`src/rtl/irq_pending_if.sv`:
```
// Request/mask inputs and the valid/ack presentation port of the interrupt pending controller.
// The master side drives requests and acknowledges; the slave side is the controller.
interface irq_pending_if #(
   parameter int N = 4
);
   localparam int W = $clog2(N);

   logic [N-1:0] req;
   logic [N-1:0] mask;
   logic         en;
   logic         irq_ack;
   logic         irq_valid;
   logic [W-1:0] irq_id;
   logic [N-1:0] pending;
   logic [N-1:0] missed;

   modport master (
      output req, mask, en, irq_ack,
      input  irq_valid, irq_id, pending, missed
   );

   modport slave (
      input  req, mask, en, irq_ack,
      output irq_valid, irq_id, pending, missed
   );
endinterface

```
`src/rtl/irq_pending_ctrl.sv`:
```
// Rising-edge interrupt capture with per-line mask and a highest-index-first valid/ack presenter.
// Feeds the downstream priority encoder stage using the same priority order.
module irq_pending_ctrl #(
   parameter int N = 4
) (
   input  logic          clk,
   input  logic          reset,
   irq_pending_if.slave  bus
);
   localparam int W = $clog2(N);

   typedef enum logic {IDLE, PRESENT} state_t;

   state_t       state;
   logic [N-1:0] req_d;
   logic [N-1:0] pending_r;
   logic [N-1:0] missed_r;
   logic         irq_valid_r;
   logic [W-1:0] irq_id_r;

   logic [N-1:0] rise;
   logic [N-1:0] cand;
   logic [N-1:0] clr;
   logic [W-1:0] sel;
   logic         any_cand;

   always_comb begin
      rise     = bus.req & ~req_d;
      cand     = pending_r & bus.mask;
      any_cand = |cand;
      // Ascending scan so the highest set index is the one left in sel.
      sel = '0;
      for (int i = 0; i < N; i++) begin
         if (cand[i]) sel = W'(i);
      end
      clr = '0;
      if (state == PRESENT && bus.irq_ack) clr[irq_id_r] = 1'b1;
   end

   // req_d resets high so a line already asserted when reset releases is not taken as an event.
   always_ff @(posedge clk or posedge reset) begin
      if (reset) begin
         state       <= IDLE;
         irq_valid_r <= 1'b0;
         irq_id_r    <= '0;
         pending_r   <= '0;
         missed_r    <= '0;
         req_d       <= '1;
      end else begin
         req_d     <= bus.req;
         pending_r <= (pending_r & ~clr) | rise;
         missed_r  <= missed_r | (rise & pending_r & ~clr);
         case (state)
            IDLE: begin
               if (bus.en && any_cand) begin
                  state       <= PRESENT;
                  irq_valid_r <= 1'b1;
                  irq_id_r    <= sel;
               end
            end
            PRESENT: begin
               if (bus.irq_ack) begin
                  state       <= IDLE;
                  irq_valid_r <= 1'b0;
               end
            end
         endcase
      end
   end

   assign bus.irq_valid = irq_valid_r;
   assign bus.irq_id    = irq_id_r;
   assign bus.pending   = pending_r;
   assign bus.missed    = missed_r;
endmodule

```
`src/flat_wrapper.sv`:
```
// flat-port wrapper written by rule: the top's interface ports become plain ports
module irq_pending_ctrl_flat 
#(
   parameter int N = 4
)
  (clk, reset, bus_req, bus_mask, bus_en, bus_irq_ack, bus_irq_valid, bus_irq_id, bus_pending, bus_missed);
  irq_pending_if #(.N(N)) bus_i ();
  input  logic clk;
  input  logic reset;
  input wire logic [$bits(bus_i.req)-1:0] bus_req;
  input wire logic [$bits(bus_i.mask)-1:0] bus_mask;
  input wire logic [$bits(bus_i.en)-1:0] bus_en;
  input wire logic [$bits(bus_i.irq_ack)-1:0] bus_irq_ack;
  output wire logic [$bits(bus_i.irq_valid)-1:0] bus_irq_valid;
  output wire logic [$bits(bus_i.irq_id)-1:0] bus_irq_id;
  output wire logic [$bits(bus_i.pending)-1:0] bus_pending;
  output wire logic [$bits(bus_i.missed)-1:0] bus_missed;
  assign bus_i.req = bus_req;
  assign bus_i.mask = bus_mask;
  assign bus_i.en = bus_en;
  assign bus_i.irq_ack = bus_irq_ack;
  assign bus_irq_valid = bus_i.irq_valid;
  assign bus_irq_id = bus_i.irq_id;
  assign bus_pending = bus_i.pending;
  assign bus_missed = bus_i.missed;
  irq_pending_ctrl #(.N(N)) u_core (.clk(clk), .reset(reset), .bus(bus_i));
endmodule
```
`config.mk`:
```
export PLATFORM = sky130hd
export DESIGN_NAME = irq_pending_ctrl_flat
export DESIGN_NICKNAME = d
export VERILOG_FILES = /design/src/rtl/irq_pending_if.sv /design/src/rtl/irq_pending_ctrl.sv /design/src/flat_wrapper.sv
export SDC_FILE = /design/constraint.sdc
export NUM_CORES = 1
export LEC_CHECK = 0
export BUFFER_PORTS_ARGS = -buffer_cell sky130_fd_sc_hd__buf_2
export CORE_MARGIN = 2
export CORE_UTILIZATION = 48
export DETAILED_ROUTE_END_ITERATION = 7
export PLACE_DENSITY_LB_ADDON = 0.3
export SYNTH_ARGS = -nofsm -noshare
export SYNTH_HDL_FRONTEND = slang
export SYNTH_SLANG_ARGS = --single-unit
```
`constraint.sdc`:
```
create_clock -name clk -period 2.3 [get_ports clk]
set_input_delay 0 -clock clk [delete_from_list [all_inputs] [get_ports clk]]
set_output_delay 0 -clock clk [all_outputs]
set_load 0.02 [all_outputs]
```
==> impl_metrics.toml, run 1 <==
[setup_path]
startpoint = "u_core.bus.irq_id[0]"
worst-path-buf-inv = 1
critPathRequiredTime_ns = 2.46
cp.arrival_ns = 1.26
crit_path_end_kind = "flip-flop"
crit_chain = "inv_1, o31ai_1, o21bai_1"
cpMaxStageDelayCell = "dfrtp_1"
critPathTopFamily = "flip-flops"
critPathLaunchType = "flip-flop"
reg2reg_from = "u_core.bus.irq_id[0]"
cpPeakStageDelay_ns = 0.46
worst-path-max-fanout = 6
critPathKind = "reg2reg"

[die]
die_h_um = 40.03
io_pins = 23
num_rows = 12
initial_core_util = 0.5390
coreArea_um2 = 1156
dieArea_um2 = 1602
die_width_um = 40.03

[placed_design]
placed_area_um2 = 750.7
numPortBuffers = 22
gp_congestion = 0.7322
dp_hpwl_um = 822.1

[cts]
root_buffer = "clkbuf_4"
clock_sinks = 16
cts_tree = "built"
clk_latency_ns = 0.28
cts_made_buffers = 3
clk_pin_slew_ns = 0.09
cts_buffer_depth = 2
cts_setup_buffers = 0
cts-htree-levels = 1

[synth]
synth_async_sr_flop_share = 1.000
netlist_instances = 52
yosysWarnings = 0
synth_nets = 64
synth_cell_type_count = 17
synthesis.area_um2 = 623.1
yosysSeqAreaShare = 0.6506
synthFlopType = "dfrtp_1"
synth_edf_count = 0
syn_avg_cell_area_um2 = 11.98
synth-seq-cells = 16

[run]
maxCapViolCount = 0

[global_route]
grt-ovfl-total = 0
grt_pass1_wl_mm = 1.842
first_global_vias = 447
grt_start_max_net_pins = 17
grt.total_usage = 0.1831
grt_antenna_before_repair = 0

[sta]
setup_violations = 0
slew_viol_final = 0
worst_pin_slew_ns = 0.5632
finalHoldViolations = 0
fin_crit_sh = 0.4774
rsz0062_at_grt = "false"
setup-tns-final_ns = 0
timing.fmax_ghz = 0.9108
fin_crit_ns = 1.098
slew_headroom = 0.6241
worst_clock_skew_ns = 0.003535

[detailed_routing]
route.met2.wl_um = 530
routed_via_density = 4.990
met1_length_um = 499
drt_iter0_drc = 13
vias = 484
drt_wl_total_mm = 1.109
wl_per_cell_um = 11.43
drc = 0
wl_met3_um = 79
first_pass_iters = 4
ant_nets = 0
top_layer = "met3"

[hold_path]
hp-class = "in2reg"
hold_start = "bus_mask[2]"

[cells_and_area]
seq_area_um2 = 405.4
drive_gt1_frac = 0.3976
n_antenna_cell = 0
areaGrowthSynthToFinish_pct = 33.73
layout.nets = 97
final_common_cell = "buf_2"
multi_input_area_um2 = 206.4
design_area_um2 = 833.3
layout_common_cells = "buf_2 (22), dfrtp_1 (12), nand2_1 (11)"
fillers = 85

[power_and_ir_drop]
power_uw = 774.8
ir_drop_uv = 485.9
p_leak_nw = 0.3814
power_density_nw_per_um2 = 929.8

[status]
status = "complete, no violations"
-- worst register-to-register path: stages, from the launching register on --
cell,delay (ns)
dfrtp_1,0.46
inv_1,0.09
o31ai_1,0.31
o21bai_1,0.12
-- cells in the mapped netlist (2+ instances only) --
library cell | n | area share
dfrtp_1 | 12 | 0.48
dfstp_2 | 4 | 0.17
inv_1 | 3 | 0.018
nand2_1 | 11 | 0.066
nand2b_1 | 4 | 0.040
o21ai_0 | 3 | 0.024
o21bai_1 | 4 | 0.048
o31ai_1 | 2 | 0.024
-- flip-flops by register name, summed over array words and instances, names as in the netlist --
name / count
u_core.bus.missed: 4
u_core.bus.pending: 4
u_core.req_d: 4
u_core.bus.irq_id: 2
u_core.bus.irq_valid: 1
u_core.state: 1
-- report_power, final --
group	switching, mW	total [mW]	internal [mW]
clock	0.0795	0.140	0.0607
sequential	0.0505	0.388	0.338
combinational	0.146	0.246	0.100
total	0.276	0.775	0.498
-- kinds of logic (layout without fill, tap and decap cells) --
kind of cell,after synthesis,count (layout),share of synthesized area
flops,16,16,0.6506
simple gates,18,18,0.1425
compound gates,15,15,0.1887
buf+inv,3,34,0.01807
-- layout make-up --
type,instances,share of cell area
Clock buffer,3,0.02703
Inverter,3,0.01351
Multi-Input combinational cell,33,0.2477
Sequential cell,16,0.4865
Tap cell,14,0.02102
Timing Repair Buffer,28,0.2042
-- routing by layer --
layer / GRT usage / vias to the layer above
li1: - / 244
met1: 0.2161 / 222
met2: 0.2823 / 18
met3: 0.05556 / 0
met4: 0.1293 / 0
met5: 0 / -
-- metrics by stage --
step | setup slack [ns] | hold slack (ns) | utilization | std cells
after global placement | 1.197 | 0.08370 | 0.6494 | 88
after global routing | 1.048 | 0.09903 | 0.7208 | 97
after detailed placement | 1.215 | 0.08649 | 0.6494 | 88
after floorplan | 1.178 | -0.08912 | - | 52
after CTS | 1.181 | 0.07976 | 0.7208 | 97
final | 1.202 | 0.08037 | 0.7208 | 97
-- final timing paths --
path	to	slack [ns]	cells past startpoint
hold reg to reg	u_core.bus.missed[2]	0.47	1
hold / removal	u_core.bus.irq_id[0]	0.08	3
setup / recovery	u_core.bus.missed[1]	1.20	3
max in group asynchronous	u_core.req_d[1]	1.61	3
setup reg to reg	u_core.bus.missed[1]	1.20	3
min in group asynchronous	u_core.bus.missed[2]	0.31	3
-- what timing repair did --
action	4_1_cts	5_1_grt
hold endpoints to repair	22	0
gates resized for setup	0	0
hold buffers	6	0
(Power assumes the default switching activity.)
==> run 2, diff against run 1 <==
--- a/config.mk
+++ b/config.mk
@@ -7,7 +7,7 @@
 export LEC_CHECK = 0
 export BUFFER_PORTS_ARGS = -buffer_cell sky130_fd_sc_hd__buf_2
 export CORE_MARGIN = 2
-export CORE_UTILIZATION = 48
+export CORE_UTILIZATION = 41
 export DETAILED_ROUTE_END_ITERATION = 7
 export PLACE_DENSITY_LB_ADDON = 0.3
 export SYNTH_ARGS = -nofsm -noshare
==> constraint.sdc (replaced) <==
create_clock -name clk -period 0.9 [get_ports clk]
set_input_delay 0 -clock clk [delete_from_list [all_inputs] [get_ports clk]]
set_output_delay 0 -clock clk [all_outputs]
set_load 0.02 [all_outputs]
==> run 2 against run 1 <==
Against the previous run:
- the run now ends with setup timing left
- critical path depth is the same
- first-iteration DRC count shrank 77%
- critical path type unchanged
- register-to-register slack lost 1.3 ns
- clock power grew to 3.4 times the previous value
- wire length grew 23%
- non-clock buffer count grew 10
- fmax grew 5.3%
- combinational power grew to 4.7 times the previous value
==> impl_metrics.toml, run 2 (synthesis results as in run 1) <==
[sta]
setup_ws_ns = -0.1430
rsz0062_at_grt = "true"
setup-tns-final_ns = -1.110
slew_viol_final = 0
fin_crit_sh = 1.159
slew_headroom = 0.8474
finalHoldViolations = 0
timing.fmax_ghz = 0.9588
fin_crit_ns = 1.043
worst_clock_skew_ns = 0.006797
worst_pin_slew_ns = 0.2284
setup_violations = 18

[detailed_routing]
routed_via_density = 4.945
vias = 544
ant_nets = 0
drt_iter0_drc = 3
drc = 0
first_pass_iters = 4
wl_per_cell_um = 12.40
drt_wl_total_mm = 1.364

[die]
die_width_um = 42.99
initial_core_util = 0.4235
num_rows = 14
dieArea_um2 = 1848
coreArea_um2 = 1471
die_h_um = 42.99
io_pins = 23

[placed_design]
place_inst = 96
dp_hpwl_um = 934.7
numPortBuffers = 22
gp_congestion = 0.7066

[hold_path]
hp-class = "in2reg"
min_path_cells = 3

[cts]
cts_tree = "built"
clock_sinks = 16
clk_pin_slew_ns = 0.10
cts-htree-levels = 1
root_buffer = "clkbuf_4"
cts_buffer_depth = 2
cts_made_buffers = 3
clk_latency_ns = 0.28

[global_route]
grt-ovfl-total = 0
grt.total_usage = 0.1684
grt_start_max_net_pins = 17
grt_antenna_before_repair = 0
grt_pass1_wl_mm = 2.277
first_global_vias = 529

[power_and_ir_drop]
p_leak_nw = 0.4637
ir_drop_uv = 1482
power_mw = 2.694
power_density_nw_per_um2 = 2601

[cells_and_area]
stdcell_count = 110
layout.nets = 107
drive_gt1_frac = 0.6383
areaGrowthSynthToFinish_pct = 66.26
final_util = 0.7041
final_common_cell = "buf_2"
n_antenna_cell = 0
layout_common_cells = "buf_2 (16), buf_6 (10), nand2_1 (8)"

[setup_path]
worst-path-max-fanout = 6
crit_path_end_kind = "flip-flop"
cpPeakStageDelay_ns = 0.41
cp.arrival_ns = 1.22
critPathKind = "reg2reg"
rr_worst_depth = 3
rrSetupSlack_ns = -0.14
crit_chain = "nand2b_4, a21o_2, a21o_1"
critPathRequiredTime_ns = 1.07
cpMaxStageDelayCell = "dfrtp_1"
critPathLaunchType = "flip-flop"

[run]
maxCapViolCount = 0

[status]
status = "complete, but fails checks"
failed_checks = "setup timing"
-- run 2: changes by cell type in the layout (fill, tap and decap cells not counted), sizes merged --
cell | before | now
buf | 22 | 32
clkbuf | 3 | 4
-- run 2: timing repair --
| action | 4_1_cts | 5_1_grt |
|---|---|---|
| setup buffers | 2 | 2 |
| endpoints found under the setup margin | 18 | 18 |
| hold buffers | 6 | 0 |
| gates resized for setup | 24 | 2 |
| pin swaps | 4 | 2 |
| endpoints found under the hold margin | 26 | 0 |
-- run 2: metal layers --
metal	vias to the layer above	global-route usage	share of wire
met1	254	0.2155	0.43
met3	6	0.05532	0.071
li1	263	-	-
met5	-	0	0
met2	21	0.2455	0.47
met4	0	0.1030	0.028
-- run 2: layout make-up --
cell class | count | area [um2]
repair buffers | 38 | 297.8
flip-flops and latches | 16 | 412.9
inverters | 3 | 11.26
fillers | 119 | 435.4
well taps | 16 | 20.02
multi-input cells | 33 | 257.7
clock buffers | 4 | 36.28
-- run 2: metrics by stage --
stage | hold WS, ns | setup WS, ns | cell area, um2
CTS | 0.06247 | -0.1389 | 1015
global placement | 0.009296 | -0.08849 | 815.8
detailed placement | 0.01184 | -0.1202 | 815.8
global route | 0.07985 | -0.1798 | 1036
floorplan | -0.08953 | -0.1078 | 640.6
finish | 0.06858 | -0.1430 | 1036
-- run 2: final timing paths --
check,endpoint,from
worst min-delay path,u_core.bus.irq_id[0],bus_mask[2]
min in group asynchronous,u_core.bus.missed[3],reset
worst max register to register,u_core.bus.irq_id[1],u_core.state
worst max-delay path,u_core.bus.irq_id[1],u_core.state
worst min register to register,u_core.bus.missed[0],u_core.bus.missed[0]
max in group asynchronous,u_core.req_d[2],reset
-- run 2: worst max-delay path, delay by kind of cell, from the launching register on --
| kind | cells | cell delay [ns] |
|---|---|---|
| AO/OA/AOI/OAI | 2 | 0.35 |
| AND/OR/NAND/NOR | 1 | 0.17 |
| flip-flops | 1 | 0.41 |
-- run 2: where the power goes --
part | total, mW | leakage (nW) | internal (mW) | switching (mW)
clock network | 0.474 | 0.0210 | 0.246 | 0.228
registers | 1.07 | 0.157 | 0.882 | 0.186
logic | 1.15 | 0.286 | 0.624 | 0.528
